**src/rtl/lsu_subword.sv**
```systemverilog
// Load/store unit: byte/half/word requests to a word-organised dmem, with RMW sub-word stores.
// Optional LSU_SIGNEXT_EN: honour req_signed on sub-word loads (otherwise zero-extend).
module lsu_subword #(
  parameter int WIDTH     = 32,
  parameter int BYTE_OFFS = 2
) (
  input  logic             clk,
  input  logic             rst_n,
  input  logic             req_valid,
  output logic             req_ready,
  input  logic             req_we,
  input  logic [1:0]       req_size,
  input  logic             req_signed,
  input  logic [WIDTH-1:0] req_addr,
  input  logic [WIDTH-1:0] req_wdata,
  output logic             resp_valid,
  output logic [WIDTH-1:0] resp_rdata,
  output logic             resp_err,
  output logic [WIDTH-1:0] mem_addr,
  output logic             mem_we,
  output logic [WIDTH-1:0] mem_wd,
  input  logic [WIDTH-1:0] mem_rd
);

  typedef enum logic [1:0] {IDLE, LD, RMW_RD, WR} state_t;

  localparam logic [1:0] SZ_BYTE = 2'b00;
  localparam logic [1:0] SZ_HALF = 2'b01;
  localparam logic [1:0] SZ_WORD = 2'b10;

  state_t           r_state, w_next;
  logic [WIDTH-1:0] r_addr, r_wdata, r_mem_wd, r_rdata;
  logic [1:0]       r_size;
  logic             r_resp_valid, r_resp_err;
  logic             w_accept, w_misalign, w_sign;
  logic [4:0]       w_shamt;
  logic [WIDTH-1:0] w_shifted, w_load, w_mask, w_lane, w_merge;

  assign w_accept   = req_valid & req_ready;
  assign w_misalign = (req_size == 2'b11) ||
                      (req_size == SZ_HALF && req_addr[0]) ||
                      (req_size == SZ_WORD && req_addr[1:0] != 2'b00);

`ifdef LSU_SIGNEXT_EN
  logic r_signed;
  always_ff @(posedge clk or negedge rst_n) begin
    if (!rst_n)        r_signed <= 1'b0;
    else if (w_accept) r_signed <= req_signed;
  end
  assign w_sign = r_signed;
`else
  logic w_unused_signed;
  assign w_unused_signed = req_signed;
  assign w_sign = 1'b0;
`endif

  // Lane extraction for loads and lane merge for sub-word stores share one shift amount.
  assign w_shamt   = {r_addr[1:0], 3'b000};
  assign w_shifted = mem_rd >> w_shamt;

  always_comb begin
    // NOTE: every output of a combinational block gets a default first so no latch is inferred.
    w_load = w_shifted;
    w_mask = '1;
    w_lane = r_wdata;
    case (r_size)
      SZ_BYTE: begin
        w_load = {{24{w_sign & w_shifted[7]}}, w_shifted[7:0]};
        w_mask = 32'h0000_00FF << w_shamt;
        w_lane = {24'b0, r_wdata[7:0]} << w_shamt;
      end
      SZ_HALF: begin
        w_load = {{16{w_sign & w_shifted[15]}}, w_shifted[15:0]};
        w_mask = 32'h0000_FFFF << w_shamt;
        w_lane = {16'b0, r_wdata[15:0]} << w_shamt;
      end
      default: ;
    endcase
  end

  assign w_merge = (mem_rd & ~w_mask) | (w_lane & w_mask);

  // State register
  always_ff @(posedge clk or negedge rst_n) begin
    // NOTE: sequential state uses non-blocking assignments so all flops update together.
    if (!rst_n) r_state <= IDLE;
    else        r_state <= w_next;
  end

  // Next-state logic
  always_comb begin
    w_next = r_state;
    case (r_state)
      IDLE: if (w_accept && !w_misalign) begin
        if (!req_we)                  w_next = LD;
        else if (req_size == SZ_WORD) w_next = WR;
        else                          w_next = RMW_RD;
      end
      LD:      w_next = IDLE;
      RMW_RD:  w_next = WR;
      WR:      w_next = IDLE;
      default: w_next = IDLE;
    endcase
  end

  // Outputs decoded from state
  always_comb begin
    req_ready = (r_state == IDLE);
    mem_we    = (r_state == WR);
  end

  // Request latch, write-data build and response registers
  always_ff @(posedge clk or negedge rst_n) begin
    if (!rst_n) begin
      r_addr       <= '0;
      r_size       <= '0;
      r_wdata      <= '0;
      r_mem_wd     <= '0;
      r_rdata      <= '0;
      r_resp_valid <= 1'b0;
      r_resp_err   <= 1'b0;
    end else begin
      r_resp_valid <= 1'b0;
      r_resp_err   <= 1'b0;
      if (w_accept) begin
        r_addr  <= req_addr;
        r_size  <= req_size;
        r_wdata <= req_wdata;
        if (w_misalign) begin
          r_resp_valid <= 1'b1;
          r_resp_err   <= 1'b1;
          r_rdata      <= '0;
        end else if (req_we && req_size == SZ_WORD) begin
          r_mem_wd <= req_wdata;
        end
      end
      case (r_state)
        LD: begin
          r_resp_valid <= 1'b1;
          r_rdata      <= w_load;
        end
        RMW_RD: r_mem_wd <= w_merge;
        WR: begin
          r_resp_valid <= 1'b1;
          r_rdata      <= '0;
        end
        default: ;
      endcase
    end
  end

  assign mem_addr   = {{BYTE_OFFS{1'b0}}, r_addr[WIDTH-1:BYTE_OFFS]};
  assign mem_wd     = r_mem_wd;
  assign resp_valid = r_resp_valid;
  assign resp_err   = r_resp_err;
  assign resp_rdata = r_rdata;

endmodule
```
**config.mk**
```make
export PLATFORM = sky130hd
export DESIGN_NAME = lsu_subword
export DESIGN_NICKNAME = d
export VERILOG_FILES = /design/src/rtl/lsu_subword.sv
export SDC_FILE = /design/constraint.sdc
export NUM_CORES = 1
export LEC_CHECK = 0
export ABC_AREA = 1
export BUFFER_PORTS_ARGS = -buffer_cell sky130_fd_sc_hd__buf_2
export CORE_ASPECT_RATIO = 1.4
export CORE_MARGIN = 1.5
export CORE_UTILIZATION = 40
export CTS_CLUSTER_SIZE = 24
export DETAILED_ROUTE_END_ITERATION = 12
export PLACE_DENSITY = 0.73
export REMOVE_ABC_BUFFERS = 1
export SLEW_MARGIN = 15
export SYNTH_ARGS = -nofsm -noshare
export SYNTH_HDL_FRONTEND = slang
export SYNTH_SLANG_ARGS = --single-unit
export TNS_END_PERCENT = 1
```
**constraint.sdc**
```tcl
create_clock -name clk -period 2.56 [get_ports clk]
set_input_delay 0.128 -clock clk [delete_from_list [all_inputs] [get_ports clk]]
set_output_delay 0.128 -clock clk [all_outputs]
set_load 0.02 [all_outputs]
```
==> flow_metrics.py <==
metrics = {
    "detailed_routing": {
        "vias": 7261,
        "routed_wirelength_um": 22300,
        "vias_per_cell": 4.94,
        "drc": 0,
        "ant_nets": 0,
        "drt_iter0_drc": 512,
        "firstDrtPassIters": 6,
        "wire_per_inst_um": 15.2,
    },
    "final_layout": {
        "fin_nets": 1319,
        "drive_above_1_share_pct": 21.5,
        "layoutNonFillerInstCount": 1469,
        "layout_common_cells": "nand2_1, buf_2, dfrtp_1",
        "area_growth_pct": 29.4,
        "layout_commonest_cell": "nand2_1",
        "postLayoutCoreUtil_pct": 52.3,
    },
    "placed_design": {
        "portBuffers": 199,
        "preCtsSetupSlack_ns": 0.489,
        "finalWeightedCongestion": 0.898,
        "place_inst": 1382,
        "dp_hpwl_um": 15300,
    },
    "synth": {
        "postSynthCellCount": 1014,
        "yosysUniqueCellTypes": 23,
        "yosysSeqAreaShare_pct": 46.4,
        "synth_area_leaders": "dfrtp_1, nand2_1, nor2_1, o21ai_0, inv_1",
        "ys_ff_latch": 134,
        "yosys_warnings": 0,
        "syn_area_um2": 7220,
        "yosysTopAreaCell": "dfrtp_1",
        "synth.avg_cell_area_um2": 7.12,
        "yosysTopAreaCellShare_pct": 46.4,
    },
    "cts": {
        "cts_buffers": 17,
        "cts_hold_buf": 55,
        "cts_tree": "built",
        "post-cts-setup-buffers": 0,
        "clockBufferDepth": 2,
        "cts.reportedPaths.clkPinSlew_ns": 0.06,
        "cts_resized": 0,
        "cts_root_buf": "clkbuf_16",
        "numClockSinks": 134,
        "insertion_delay_ns": 0.42,
        "htree_num_levels": 4,
    },
    "grt": {
        "grtUsageTotal_pct": 24.4,
        "use_met3_pct": 5.07,
        "grt_pass1_vias": 6996,
        "gr-total-overflow": 0,
        "grt_busiest_layer": "met2",
        "grt_pass1_wl_um": 35500,
        "antenna_found_initial": 1,
        "grtUsageMet2_pct": 40.3,
        "grt_max_degree": 95,
        "grt_use_met1_pct": 29.8,
    },
    "floorplan": {
        "pin_count": 203,
        "die_area_um2": 18900,
        "fp.dieW_um": 117,
        "die_y_um": 162,
        "core_area_um2": 17900,
        "num_rows": 58,
        "initial_utilization_pct": 40.5,
    },
    "timing": {
        "relSlewSlack_pct": 39.7,
        "maxSlewViolCount": 0,
        "skew_ns": 0.00635,
        "rsz0062_at_grt": "no",
        "finalSetupTns_ns": 0,
        "hold_slack_ns": 0.00639,
        "fin_crit_sh_pct": 81.7,
        "finalSetupViolCount": 0,
        "finalHoldViolations": 0,
        "max_freq_mhz": 478,
        "fin_crit_ns": 2.09,
        "worstMarginPinSlew_ns": 0.904,
        "final.setup.worst_slack_ns": 0.468,
    },
    "min_path": {
        "hold_class": "primary input to register",
        "hp-start": "req_wdata[18]",
    },
    "worst_setup_path": {
        "crit_chain": "inv_2, nor2_2, inv_2, nand2_2, nor2_1, nand2_1, nand2_1, a21oi_1",
        "cp_max_fo": 16,
        "crit_buf_inv": 2,
        "reg2reg_from": "r_addr[1]",
        "critical_path.top_delay_family": "simple AND/OR/NAND/NOR gates",
        "critPathSlowestCell": "dfrtp_1",
        "crit_path_end_kind": "register",
        "startpoint": "r_addr[1]",
        "crit_type": "register to register",
        "critPathLaunchType": "register",
        "critPathArrivalTime_ns": 2.43,
        "required_ns": 2.90,
        "critPathMaxStageDelay_ns": 0.69,
        "reg2reg_slack_ns": 0.47,
    },
    "run_status": {
        "status": "completed",
    },
    "power": {
        "p_per_area_nw_per_um2": 1290,
        "p_leak_nw": 5.20,
        "ir_worst_vdd_mv": 0.482,
    },
    "run": {
        "max_cap_violations": 0,
    },
}
==> where the power goes <==
group          internal [mW]  switching [mW]  total, mW
logic                   1.78            3.88       5.65
registers               3.06           0.698       3.76
clock network           1.72           0.934       2.65
total                   6.56            5.51       12.1
==> worst reg2reg max path, stage by stage (launching register included) <==
cell	delay (ns)
dfrtp_1	0.69
inv_2	0.27
nor2_2	0.36
inv_2	0.06
nand2_2	0.27
nor2_1	0.08
nand2_1	0.06
nand2_1	0.08
a21oi_1	0.16
==> area by class of cell <==
cell class,count,area (µm²)
diodes,1,2.50
clock buffers,18,429
clock inverters,13,206
fillers,1775,8510
inverters,107,402
multi-input cells,687,2970
flip-flops and latches,134,3350
well taps,240,300
repair buffers,269,1680
==> cells by family after synthesis <==
family                 Yosys count  share of synthesized area, %
AND/OR/NAND/NOR                511                          28.2
other                            1                        0.0519
flip-flops                     134                          46.4
buffers and inverters          194                          12.5
AO/OA/AOI/OAI                  174                          12.8
==> sequential cells by signal, summed over array words and instances (netlist names) <==
signal,count
resp_valid,1
r_state,2
resp_err,1
r_size,2
resp_rdata,32
mem_wd,32
r_addr,32
r_wdata,32
==> layer usage <==
layer	routed length, µm	part of all wire, %
met1	8990	40
met2	10900	49
met3	1430	6.4
met4	919	4.1
met5	0	0
==> Yosys cell counts <==
master and instances:
a21oi_1 73, clkbuf_1 17, o31ai_1 12, inv_1 99
dfrtp_1 134, o21ai_2 1, inv_2 7, nand2_1 327
clkinv_1 1, nor2_2 3, nand3_1 69, o21ai_0 75
nand2_2 4, clkbuf_2 1, o21ai_1 7, a21oi_2 2
conb_1 1, nand3_2 2, buf_4 38, o221ai_1 4
buf_1 6, buf_2 25, nor2_1 106
==> worst paths after layout <==
path,endpoint,cells after the start
setup / recovery,mem_wd[11],8
hold / removal,r_wdata[18],3
setup reg to reg,mem_wd[11],8
hold reg to reg,r_addr[28],2
max in group asynchronous,resp_valid,3
min in group asynchronous,r_wdata[30],2
==> stage by stage <==
step / cell area (µm²) / power [mW]
3_5_place_dp: 8150 / 9.34
4_1_cts: 9340 / 12.1
3_3_place_gp: 8150 / 9.23
2_1_floorplan: 6720 / 7.34
5_1_grt: 9340 / 13.0
6_report: 9340 / 12.1
No activity file was read; power rests on OpenSTA's default activity.
